<file path="src/rtl/b_bus_sel_pipe.sv">
// ============================================================================
// b_bus_sel_pipe
// ----------------------------------------------------------------------------
// Registered B-bus source multiplexer with a valid/ready output stage.
//
// One of NSRC W-bit sources (0 = PC, 1 = DR, 2.. = R1..) is captured into a
// single-entry output register. The ALU side pulls it with bus_valid/bus_ready.
// An out-of-range select is still consumed, but it produces no bus data. It
// sets a sticky flag and bumps a saturating counter.
//
// Optional feature macro: BBUS_PARITY_EN
//   defined   -> adds output bus_par, the even parity (^B_bus) of the stored
//                word, registered alongside B_bus.
//   undefined -> no bus_par port and no parity logic.
//
// Parameter constraint: 2**SELW must be >= NSRC.
// ============================================================================
module b_bus_sel_pipe #(
    parameter int W    = 16,
    parameter int NSRC = 7,
    parameter int SELW = 3,
    parameter int ERRW = 4
) (
    input  logic                clk,
    input  logic                reset,
    input  logic [NSRC*W-1:0]   src_flat,
    input  logic [SELW-1:0]     b_flag,
    input  logic                req,
    output logic                req_ready,
    output logic [W-1:0]        B_bus,
    output logic                bus_valid,
    input  logic                bus_ready,
`ifdef BBUS_PARITY_EN
    output logic                bus_par,
`endif
    output logic                sel_err,
    output logic [ERRW-1:0]     err_cnt,
    input  logic                err_clr
);

    // ------------------------------------------------------------------------
    // Output-stage occupancy
    // ------------------------------------------------------------------------
    typedef enum logic {
        ST_EMPTY = 1'b0,
        ST_FULL  = 1'b1
    } state_t;

    localparam logic [ERRW-1:0] ERR_MAX = {ERRW{1'b1}};

    state_t             state_q,     state_d;
    logic [W-1:0]       b_bus_q,     b_bus_d;
    logic               bus_valid_q, bus_valid_d;
    logic               sel_err_q,   sel_err_d;
    logic [ERRW-1:0]    err_cnt_q,   err_cnt_d;
`ifdef BBUS_PARITY_EN
    logic               bus_par_q,   bus_par_d;
`endif

    // Sources unpacked into an array, so the select loop stays readable
    logic [W-1:0]       src_arr [NSRC];

    logic [W-1:0]       sel_word;
    logic               sel_legal;
    logic               accept;
    logic               consume;
    logic               legal_accept;
    logic               illegal_accept;

    genvar gi;
    generate
        for (gi = 0; gi < NSRC; gi++) begin : g_src_unpack
            assign src_arr[gi] = src_flat[gi*W +: W];
        end
    endgenerate

    // ------------------------------------------------------------------------
    // Handshake terms.
    // req_ready looks only at the registered valid and at bus_ready. There is
    // no path from req or b_flag back into it.
    // ------------------------------------------------------------------------
    assign req_ready      = !bus_valid_q || bus_ready;
    assign accept         = req && req_ready;
    assign consume        = bus_valid_q && bus_ready;
    assign legal_accept   = accept && sel_legal;
    assign illegal_accept = accept && !sel_legal;

    // Decode the select. A code that matches no source leaves sel_legal low.
    always_comb begin
        sel_word  = '0;
        sel_legal = 1'b0;
        for (int k = 0; k < NSRC; k++) begin
            if (b_flag == SELW'(k)) begin
                sel_word  = src_arr[k];
                sel_legal = 1'b1;
            end
        end
    end

    // Next-state for the output register, occupancy FSM and error tracking
    always_comb begin
        state_d     = state_q;
        b_bus_d     = b_bus_q;
        sel_err_d   = sel_err_q;
        err_cnt_d   = err_cnt_q;
`ifdef BBUS_PARITY_EN
        bus_par_d   = bus_par_q;
`endif

        case (state_q)
            ST_EMPTY: begin
                if (legal_accept) begin
                    state_d = ST_FULL;
                end
            end
            ST_FULL: begin
                // While stalled, no accept can happen because req_ready is 0.
                // A consume either refills (legal accept) or drains.
                if (consume && !legal_accept) begin
                    state_d = ST_EMPTY;
                end
            end
            default: begin
                state_d = ST_EMPTY;
            end
        endcase

        bus_valid_d = (state_d == ST_FULL);

        // Only a legal accept loads new data. Every other case holds the word.
        if (legal_accept) begin
            b_bus_d = sel_word;
`ifdef BBUS_PARITY_EN
            bus_par_d = ^sel_word;
`endif
        end

        // A clear takes priority. An illegal accept in the same cycle then
        // counts as the first event after the clear.
        if (err_clr) begin
            sel_err_d = illegal_accept;
            err_cnt_d = illegal_accept ? ERRW'(1) : '0;
        end else if (illegal_accept) begin
            sel_err_d = 1'b1;
            if (err_cnt_q != ERR_MAX) begin
                err_cnt_d = err_cnt_q + ERRW'(1);
            end
        end
    end

    // State register. Reset discards anything in flight.
    always_ff @(posedge clk) begin
        if (reset) begin
            state_q     <= ST_EMPTY;
            b_bus_q     <= '0;
            bus_valid_q <= 1'b0;
            sel_err_q   <= 1'b0;
            err_cnt_q   <= '0;
`ifdef BBUS_PARITY_EN
            bus_par_q   <= 1'b0;
`endif
        end else begin
            state_q     <= state_d;
            b_bus_q     <= b_bus_d;
            bus_valid_q <= bus_valid_d;
            sel_err_q   <= sel_err_d;
            err_cnt_q   <= err_cnt_d;
`ifdef BBUS_PARITY_EN
            bus_par_q   <= bus_par_d;
`endif
        end
    end

    assign B_bus     = b_bus_q;
    assign bus_valid = bus_valid_q;
    assign sel_err   = sel_err_q;
    assign err_cnt   = err_cnt_q;
`ifdef BBUS_PARITY_EN
    assign bus_par   = bus_par_q;
`endif

endmodule

</file>
<file path="config.mk">
export PLATFORM = sky130hd
export DESIGN_NAME = b_bus_sel_pipe
export DESIGN_NICKNAME = d
export VERILOG_FILES = /design/src/rtl/b_bus_sel_pipe.sv
export SDC_FILE = /design/constraint.sdc
export NUM_CORES = 1
export LEC_CHECK = 0
export CAP_MARGIN = 20
export CORE_MARGIN = 3
export CORE_UTILIZATION = 36
export DETAILED_ROUTE_END_ITERATION = 10
export HOLD_SLACK_MARGIN = 0.05
export PLACE_DENSITY_LB_ADDON = 0.12
export SYNTH_ARGS = -nofsm -noshare
export SYNTH_HDL_FRONTEND = slang
export SYNTH_SLANG_ARGS = --single-unit
</file>
<file path="constraint.sdc">
create_clock -name clk -period 1.9 [get_ports clk]
set_clock_uncertainty 0.05 [all_clocks]
set_input_delay 0.19 -clock clk [delete_from_list [all_inputs] [get_ports clk]]
set_output_delay 0.19 -clock clk [all_outputs]
set_load 0.05 [all_outputs]
</file>
**Word-level counts from Yosys, hierarchy flattened**

Cells that the tools add are included.

- Bitwise gates (word level): 1
- Add/subtract/negate cells: 1
- Multiplexer cells: 23
- Eq/ne operators: 7
- Shift-type cells: 0
- Reductions and logical operators: 13
- Div/mod/pow operators: 0
- Magnitude comparators: 0
- Multiply operators: 0

Operator list:

| cell | count |
|---|---|
| 2-to-1 mux 16 bit | 7 |
| 2-to-1 mux 1 bit | 12 |
| 2-to-1 mux 4 bit | 3 |
| equality test 3 bit (second input constant) | 3 |
| equality test 3 x 2 -> 1 bit (second input constant) | 2 |
| logical AND 1 bit | 5 |
| adder 4 x 1 -> 4 bit (second input constant) | 1 |
| inequality test 4 bit (second input constant) | 1 |
| nonzero test 2 bit | 2 |
| equality test 3 x 1 -> 1 bit (second input constant) | 1 |
| logical NOT 1 bit | 3 |
| logical NOT 3 bit | 1 |
| one-hot mux 1 bit (2 select lines) | 1 |
| AND reduction 2 bit | 1 |
| logical OR 1 bit | 1 |
| inverter 1 bit | 1 |

- Memories: 0
- Bits in latches: 0
- Bits in writable memories: 0
- Output and inout port bits: 23
- Bits in registers: 22
- Memory bits (read-only): 0

**Longest topological paths before layout**

- Depth after elaboration: 13
- Mapped depth: 7
- Gate-level depth less buffers: 5

**Worst setup path before layout**

OpenSTA, ideal clock, no wires.

- Kind: register to register
- Start: reg bus_valid_q (netlist: bus_valid)
- End: reg b_bus_q[5] (netlist: B_bus[5])
- Clock period less this slack: 1.737 ns
- Stages on the path, launching flop included: 8
- Path buffers: 3
- Library setup time: 0.133 ns
- Arrival time: 1.554 ns
- Setup slack: 0.163 ns
- Cell sequence: dfxtp_1 > nand2b_1 > buf_4 > and3_1 > buf_2 > clkbuf_1 > nor2_1 > nor3_1

- Word-level cells in the longest chain between the ends: 4

Ends and longest elaborated chain:

| element | RTL line | text |
|---|---|---|
| start, declared | 53 | `logic bus_valid_q, bus_valid_d;` |
| start signal, assigned | 165 | `bus_valid_q <= bus_valid_d;` |
| logical NOT 1 bit | 82 | `assign req_ready = !bus_valid_q \|\| bus_ready;` |
| logical OR 1 bit | 82 |  |
| via req_ready | 29 | `output logic req_ready,` |
| logical AND 1 bit | 83 | `assign accept = req && req_ready;` |
| logical AND 1 bit | 85 | `assign legal_accept = accept && sel_legal;` |
| end signal, assigned | 164 | `b_bus_q <= b_bus_d;` |
| end, declared | 52 | `logic [W-1:0] b_bus_q, b_bus_d;` |

The timed path passes the listed nets, and every way through them passes these cells.
A chain may end at the register's enable or synchronous reset.

**Worst setup path in the final report**

- Start: reg err_cnt_q[2] (netlist: err_cnt[2])
- End: out err_cnt[2]

RTL lines:

| element | RTL line | text |
|---|---|---|
| start, declared | 55 | `logic [ERRW-1:0] err_cnt_q, err_cnt_d;` |
| start signal, assigned | 167 | `err_cnt_q <= err_cnt_d;` |
| end, declared | 37 | `output logic [ERRW-1:0] err_cnt,` |

No word-level cell between the ends.

==> out/qor.yml <==
outcome: "finished, final reports clean"
timing_worst_slew_pin_value_ps: 531
drc: 0
hold_buffers: 0
max_freq_mhz: 565
detailed_place_hpwl_mm: 5.57
layout-area-overhead-vs-synth_pct: 89.5
first_pass_grt_wire_length_mm: 10.7
synth_register_bits: 22
ant_nets: 0
antennaDiodeCount: 0
rsz0062_at_grt: "false"
vias: 2233
synth.net_count: 341
cap_violations: 0
critPathBufInv: 1
final_min_period_over_clock_period_pct: 93.2
count_of_input_and_output_buffers: 142
grtUsageTotal_pct: 22.1
p_leak_nw: 1.35
num_io_pins: 143
die_y_um: 76.9
drt-pass1-iter-count: 4
netlist.top_cell.by_area: "mux2i_1"
grt_antenna_before_repair: 0
fin_setup_tns_ps: 0
post_synth.cell_area_avg_um2: 8.22
number_of_nets_in_the_layout: 483
drive_above_1_share_pct: 7.20
setup.worst_path.start_class: "flop"
endpoint_type_of_the_worst_setup_path: "primary output"
drt-initial-drc-count: 95
dieWidth_um: 76.9
grt_max_degree: 21
start_util_pct: 37.8
globalRoute.totalOverflow: 0
cts_setup_buffers: 0
cts_tree: "yes"
worst_hold_slack_ps: 436
vdd_ir_drop_max_mv: 0.249
fp.coreArea_um2: 4790
setup_viol: 0
post_synth_main_area_contributors: "mux2i_1, dfxtp_1, nand3b_1"
slew_viol_final: 0
total_die_area_um2: 5910
ys_types: 28
post_synthesis_cells: 220
cts-root-to-sink-buffers: 2
via_count_of_the_first_global_routing_pass: 2239
worstPathCellList: "clkdlybuf4s50_1"
reg2reg_slack_ps: 500
worst-endpoint-required_ps: 1660
hp-class: "flop to flop"
sink_count: 22
hold_viol_final: 0
synth.yosys.warnings: 0
crit_path_top_delay_cell: "clkdlybuf4s50_1"
routedWlPerCell_um: 15.7
cts_buffers: 3
start_to_end_type_of_the_worst_setup_path: "flop to primary output"
timing.final.crit_period_ps: 1770
part_of_the_yosys_area_used_for_sequential_elements_pct: 24.4
crit_arrival_ps: 1530
clock_insertion_delay_worst_skew_ps: 260
post-synth-top-area-fraction_pct: 26.6
cpLargestDelayFamily: "buffers and inverters"
via_per_inst: 5.22
place_congestion: 0.835
timing.critical_path.slowest_cell_delay_ps: 840
syn-cell-area_um2: 1810
crit_path_max_fanout: 6
timing.slew.headroom_pct: 64.5
finalPower_mw: 1.60
cellPowerDensity_nw_per_um2: 468
wl_mm: 6.74
floorplan_row_count: 25
cts.clk_slew.worst_paths_ps: 80
ctsRootBufferMaster: "clkbuf_8"
htree_levels: 1
cts_repair_resize_count: 0
flip-flops by register name (all words and copies together), names as in the netlist:
name and count:
bus_valid 1, sel_err 1, B_bus 16, err_cnt 4
power by group:
group	total [mW]	internal, mW	switching (mW)	leakage, nW
sequential	0.512	0.494	0.0177	0.181
combinational	0.754	0.411	0.342	1.14
clock	0.339	0.185	0.154	0.0288
total	1.60	1.09	0.514	1.35
kinds of logic (layout without fill, tap and decap cells):
logic type	Yosys count	count (layout)	share of synthesized area, %
AOI/OAI and AO/OA	57	57	19.8
adders and majority gates	1	1	0.692
buffers and inverters	22	163	6.23
DFF	22	22	24.4
muxes	49	49	27.2
and+or+nand+nor	69	69	21.7
cells in the mapped netlist:
cell type / number
and3_4: 1
or3_1: 1
a31oi_1: 2
a211oi_2: 1
nand2b_1: 3
nand3b_1: 19
mux2_1: 1
nand3_2: 1
a21oi_1: 4
nor4_1: 1
a211oi_1: 15
dfxtp_1: 22
o211ai_1: 1
nand2_1: 2
o22ai_1: 15
o21ai_1: 18
buf_2: 6
or2_1: 1
ha_1: 1
nand4_1: 1
mux2i_1: 48
o311ai_1: 1
nor2_1: 16
clkbuf_1: 10
nor3_1: 17
buf_4: 6
and3_1: 2
nand3_1: 4
layout by cell type, fill, tap and decap left out, drive strengths merged, types with 2 or more instances in the layout:
cell and count:
a211oi 16, a21oi 4, a31oi 2, and3 3, buf 19, clkbuf 4, clkdlybuf4s50 140, dfxtp 22
mux2i 48, nand2 2, nand2b 3, nand3 5, nand3b 19, nor2 16, nor3 17, o21ai 18
o22ai 15
final timing paths:
path	from	to	depth (start not counted)
hold / removal	sel_err	sel_err	2
setup / recovery	err_cnt[2]	err_cnt[2]	1
hold reg to reg	sel_err	sel_err	2
setup reg to reg	bus_valid	B_bus[1]	5
metrics by stage:
step                cell area (um2)  setup WS (ps)  utilization (%)  std cells
finish                         3430            129             71.6        428
global route                   3430           86.0             71.6        428
CTS                            3430            129             71.6        428
detailed placement             3370          0.623             70.4        424
global placement               3370           41.8             70.4        424
floorplan                      1810            163                -        220
final cells by class:
type / instances / area (um2)
multi-input cells: 176 / 1250
repair buffers: 159 / 1590
flip-flops and latches: 22 / 440
clock buffers: 4 / 55.1
fillers: 399 / 1360
well taps: 67 / 83.8
per-layer routing:
metal  wire [um]  share of wire, %  global-route usage [%]  up-vias
li1            -                 -                       -     1117
met2        3300                49                    38.4      102
met5           0                 0                       0        -
met4         109               1.6                    6.52        0
met3         470               7.0                    4.81        9
met1        2860                42                    27.2     1005
Note: power is estimated with default switching activity, not from simulation.
